===== src/rtl/mdu_pkg.sv =====
// Shared definitions for the multiply/divide unit: op encodings used by both
// the issue controller and the MDU datapath, plus the issue FSM states.
package mdu_pkg;

  localparam logic [2:0] MDU_MULT  = 3'b000;
  localparam logic [2:0] MDU_MULTU = 3'b001;
  localparam logic [2:0] MDU_DIV   = 3'b010;
  localparam logic [2:0] MDU_DIVU  = 3'b011;
  localparam logic [2:0] MDU_MFHI  = 3'b100;
  localparam logic [2:0] MDU_MTHI  = 3'b101;
  localparam logic [2:0] MDU_MFLO  = 3'b110;
  localparam logic [2:0] MDU_MTLO  = 3'b111;

  typedef enum logic [1:0] {
    ST_IDLE,
    ST_MUL_BUSY,
    ST_DIV_BUSY
  } state_t;

endpackage


===== src/rtl/mdu_lat_cnt.sv =====
// Loadable latency down-counter; term flags the last busy cycle (count==1).
module mdu_lat_cnt #(
  parameter int CNT_W = 6
) (
  input  logic             clk,
  input  logic             rst,
  input  logic             load,
  input  logic [CNT_W-1:0] load_val,
  output logic             term
);

  logic [CNT_W-1:0] count;

  // NOTE: sequential state uses non-blocking assignments so every flop
  // samples pre-edge values regardless of process ordering.
  always_ff @(posedge clk) begin
    if (rst) begin
      count <= '0;
    end else if (load) begin
      count <= load_val;
    end else if (count != '0) begin
      count <= count - 1'b1;
    end
  end

  assign term = (count == CNT_W'(1));

endmodule


===== src/rtl/mdu_issue.sv =====
// EX-stage issue/hazard controller for the multi-cycle MDU: issues ops,
// stalls MDU ops while a mult/div is in flight, returns HI/LO for mf*.
module mdu_issue
  import mdu_pkg::*;
#(
  parameter int MULT_LAT = 5,
  parameter int DIV_LAT  = 33,
  parameter int CNT_W    = 6
) (
  input  logic        clk,
  input  logic        rst,
  input  logic        op_valid,
  input  logic [2:0]  op_ctrl,
  input  logic        flush,
  output logic        mdu_start,
  output logic [2:0]  mdu_ctrl,
  input  logic [31:0] mdu_hi,
  input  logic [31:0] mdu_lo,
  output logic        rd_valid,
  output logic [31:0] rd_data,
  output logic        stall,
  output logic        busy,
  output logic [31:0] stall_cnt
);

  state_t           state_q, state_d;
  logic             req;
  logic             cnt_load;
  logic [CNT_W-1:0] cnt_load_val;
  logic             cnt_term;
  logic             rd_take;
  logic [31:0]      stall_cnt_q;

  assign req  = op_valid & ~flush & ~rst;
  assign busy = (state_q != ST_IDLE) & ~rst;

  mdu_lat_cnt #(.CNT_W(CNT_W)) u_cnt (
    .clk      (clk),
    .rst      (rst),
    .load     (cnt_load),
    .load_val (cnt_load_val),
    .term     (cnt_term)
  );

  // NOTE: every output of this block gets a default first so no path can
  // leave a value unassigned and infer a latch.
  always_comb begin
    state_d      = state_q;
    mdu_start    = 1'b0;
    mdu_ctrl     = 3'b000;
    stall        = 1'b0;
    cnt_load     = 1'b0;
    cnt_load_val = '0;
    rd_take      = 1'b0;
    case (state_q)
      ST_IDLE: begin
        if (req) begin
          case (op_ctrl)
            MDU_MULT, MDU_MULTU: begin
              mdu_start    = 1'b1;
              mdu_ctrl     = op_ctrl;
              cnt_load     = 1'b1;
              cnt_load_val = CNT_W'(MULT_LAT - 1);
              state_d      = ST_MUL_BUSY;
            end
            MDU_DIV, MDU_DIVU: begin
              mdu_start    = 1'b1;
              mdu_ctrl     = op_ctrl;
              cnt_load     = 1'b1;
              cnt_load_val = CNT_W'(DIV_LAT - 1);
              state_d      = ST_DIV_BUSY;
            end
            MDU_MTHI, MDU_MTLO: begin
              mdu_start = 1'b1;
              mdu_ctrl  = op_ctrl;
            end
            default: rd_take = 1'b1;
          endcase
        end
      end
      default: begin
        // Any MDU op waits until HI/LO settle; flush only masks req.
        stall = req;
        if (cnt_term) state_d = ST_IDLE;
      end
    endcase
  end

  always_ff @(posedge clk) begin
    if (rst) begin
      state_q <= ST_IDLE;
    end else begin
      state_q <= state_d;
    end
  end

  always_ff @(posedge clk) begin
    if (rst) begin
      rd_valid <= 1'b0;
      rd_data  <= '0;
    end else begin
      rd_valid <= rd_take;
      if (rd_take) rd_data <= (op_ctrl == MDU_MFHI) ? mdu_hi : mdu_lo;
    end
  end

  always_ff @(posedge clk) begin
    if (rst) begin
      stall_cnt_q <= '0;
    end else if (stall && (stall_cnt_q != '1)) begin
      stall_cnt_q <= stall_cnt_q + 32'd1;
    end
  end

  assign stall_cnt = stall_cnt_q;

endmodule


===== config.mk =====
export PLATFORM = sky130hd
export DESIGN_NAME = mdu_issue
export DESIGN_NICKNAME = d
export VERILOG_FILES = /design/src/rtl/mdu_pkg.sv /design/src/rtl/mdu_lat_cnt.sv /design/src/rtl/mdu_issue.sv
export SDC_FILE = /design/constraint.sdc
export NUM_CORES = 1
export LEC_CHECK = 0
export ABC_AREA = 1
export CAP_MARGIN = 25
export CORE_ASPECT_RATIO = 0.5
export CORE_MARGIN = 5
export CORE_UTILIZATION = 45
export CTS_CLUSTER_DIAMETER = 30
export DETAILED_ROUTE_END_ITERATION = 8
export PLACE_DENSITY = 0.9
export SLEW_MARGIN = 15
export SYNTH_ARGS = -nofsm -noshare
export SYNTH_HDL_FRONTEND = slang
export SYNTH_SLANG_ARGS = --single-unit
export TNS_END_PERCENT = 20

===== constraint.sdc =====
create_clock -name clk -period 1.95 [get_ports clk]
set_clock_uncertainty 0.15 [all_clocks]
set_input_delay 0.39 -clock clk [delete_from_list [all_inputs] [get_ports clk]]
set_output_delay 0.39 -clock clk [all_outputs]
set_load 0.01 [all_outputs]

==> results.toml, run 1 <==
[status]
status = "completed"

[layout]
layout.area.seq_sq_um = 1465
area_growth_pct = 56.79
nFillCells = 658
stdcell_area_sq_um = 6425
multi_input_area_sq_um = 2333
nNetsFinal = 857
antenna_cells = 0
layout-drive-gt1-share = 0.1842

[placed_design]
hpwl_mm = 9.396
placed_area_sq_um = 5928
port_buffers = 141
place.gp.congestion = 0.8918

[floorplanning]
initial_core_util = 0.4657
fp.dieH_um = 77.48
dieArea_sq_um = 11230
die_w_um = 145.0
io_pins = 142
rows = 24
core-area_sq_um = 8798

[timing]
relSlewSlack = 0.6885
drv_slew = 0
min_period_over_period = 0.9872
timing.setup.tns_ns = 0
fin_hold_ws_ns = 0.3153
rsz0062_at_grt = "true"
period_needed_ns = 1.925
setup-violations-final = 0
max_freq_mhz = 519.5
hold_viol = 0
tightestPinTransition_ns = 0.4673

[route]
wire_per_inst_um = 14.65
drc_errors = 0
drtIter0Drc = 294
first_pass_iters = 6
wirelength_mm = 13.24
vias = 4621
ant_nets = 0
vias_per_cell = 5.112

[synth]
synth_seq_cells = 73
syn_avg_cell_area_sq_um = 6.852
synth-seq-area-share = 0.3566
yosysTopAreaCell = "dfxtp_1"
yosysWarnings = 0
synth_top_area_share = 0.3566
postSynthCellCount = 598
synth_cell_types = 34
synthTopCellsByArea = "dfxtp_1 36%, nand2_1 15%, nor2_1 6.0%"
syn-num-nets = 673
syn_area_sq_um = 4098

[global_routing]
grt_max_degree = 41
first_global_vias = 4747
antenna_found_initial = 0
grt_usage = 0.2281
grt-ovfl-total = 0
grt_pass1_wl_mm = 21.62

[clocking]
clk_pin_slew_ns = 0.06
insertion_delay_ns = 0.33
clk_path_buf_depth = 2
root_buffer = "clkbuf_16"
cts_tree = "built"
postCtsHoldBufs = 0
cts_buffers = 9
cts.sinks = 73
h-tree-depth = 3

[critical_path]
startpoint_type = "input port"
end_kind = "flop"
crit_arrival_ns = 1.99
crit_path_max_fanout = 17
required_ns = 2.02
path_class = "in -> reg"
rr_worst_depth = 12

[job]
maxCapViolations = 0

[power]
powerDensity_nw_per_um2 = 680.6
p_leak_nw = 2.586
peakVddDrop_v = 0.0005001

[worst_hold_path]
hp-class = "reg -> reg"
min_path_cells = 1
-- through the flow --
| step | utilization | power (mW) | setup WS (ns) | cells |
|---|---|---|---|---|
| 3_5_place_dp | 0.6738 | 2.342 | -0.6451 | 882 |
| 2_1_floorplan | - | 2.051 | 0.07740 | 598 |
| 6_report | 0.7302 | 4.373 | 0.02491 | 904 |
| 5_1_grt | 0.7302 | 4.561 | -0.07196 | 904 |
| 3_3_place_gp | 0.6738 | 2.324 | -0.6256 | 882 |
| 4_1_cts | 0.7199 | 4.384 | 0.005084 | 902 |
-- area by class of cell --
class                   instances  share of cell area
well taps                     117             0.02278
multi-input cells             450              0.3632
inverters                      48             0.02882
flip-flops and latches         73              0.2280
clock inverters                 7             0.02220
clock buffers                   9             0.03505
repair buffers                200              0.2999
-- registers in the layout, summed over array words and instances (netlist names) --
signal	flops
rd_data	32
rd_valid	1
stall_cnt	32
state_q	2
u_cnt.count	6
-- critical path: stages --
cell and delay [ns]:
dlygate4sd2_1 0.25, inv_2 0.05, nand2_2 0.13, nor2_4 0.06, buf_4 0.12, buf_4 0.12, buf_4 0.12, buf_4 0.13
nand2_1 0.09, inv_4 0.07, buf_12 0.14, o21ai_0 0.23, a31oi_2 0.07
-- layer usage --
| layer | up-vias | GRT usage | part of all wire |
|---|---|---|---|
| li1 | 2318 | - | - |
| met1 | 2115 | 0.2487 | 0.40 |
| met2 | 158 | 0.4191 | 0.51 |
| met3 | 30 | 0.07159 | 0.068 |
| met4 | 0 | 0.08741 | 0.021 |
| met5 | - | 0 | 0 |
-- cell families (layout without fill, tap and decap cells) --
logic type,count (synthesis),count (layout),share of synthesized area
and+or+nand+nor,326,326,0.3533
AOI/OAI and AO/OA,102,102,0.1545
buffers and inverters,75,264,0.08488
DFF,73,73,0.3566
xor gates and xnor gates,18,18,0.03847
adders and majority gates,4,4,0.01221
-- where the power goes --
group | leakage [nW] | total, mW | internal [mW] | switching (mW)
combinational | 1.83 | 0.716 | 0.346 | 0.370
clock | 0.168 | 2.04 | 1.38 | 0.658
sequential | 0.592 | 1.62 | 1.57 | 0.0513
total | 2.59 | 4.37 | 3.29 | 1.08
-- worst paths after layout --
kind | slack (ns) | startpoint | end
min | 0.32 | u_cnt.count[4] | u_cnt.count[4]
max | 0.02 | rst | rd_data[10]
min reg2reg | 0.32 | u_cnt.count[4] | u_cnt.count[4]
max reg2reg | 0.04 | state_q[0] | rd_data[10]
-- cell usage after synthesis --
cell / number
nor2_4: 4
a21oi_1: 9
xnor2_1: 6
clkinv_1: 1
nand3_1: 49
nand3b_1: 2
nand2_1: 168
nor2_2: 3
inv_4: 1
buf_2: 4
clkbuf_1: 14
xor2_1: 12
nor2_8: 1
nor3_1: 4
a31oi_1: 32
o21ai_1: 2
nand2_2: 19
nand2_4: 2
a211oi_1: 2
dfxtp_1: 73
inv_1: 43
nor2_1: 66
buf_6: 2
nand2_8: 1
o21ai_0: 36
buf_4: 3
buf_12: 2
inv_2: 3
nor4_1: 2
nand4_1: 5
ha_1: 4
buf_1: 2
a21oi_2: 20
o21bai_1: 1
-- timing repair --
item | in CTS | in global routing
buffers inserted | 4 | 1
cloned | 1 | 1
setup endpoints to repair | 10 | 63
pin swaps | 4 | 2
gates resized for setup | 26 | 20
-- cells in the final DEF (no fill, tap or decap), types with 2 or more instances in the layout --
master	count
buf_4	53
o21ai_1	3
ha_1	4
nand2_4	2
a31oi_1	29
dlymetal6s2s_1	5
xnor2_1	6
nand3_1	49
nand3b_1	2
dfxtp_1	70
nor2_4	6
buf_2	4
clkdlybuf4s15_1	2
inv_2	3
nor3_1	4
bufinv_16	4
a21oi_1	9
xor2_1	12
clkinvlp_4	3
nand2_2	20
nand2_1	167
nor2_1	63
dfxtp_2	3
nand4_1	5
a31oi_2	3
buf_12	3
o21ai_0	35
dlygate4sd2_1	3
nor2_2	4
a211oi_1	2
clkbuf_16	10
inv_4	2
inv_1	42
clkdlybuf4s50_1	127
a21oi_2	20
No activity file was read; power rests on OpenSTA's default activity.
==> run 2, diff against run 1 <==
Settings changed: CAP_MARGIN 25 to 10.
==> results of run 2 <==
The final DEF is identical to that of run 1; final timing and power are the same.
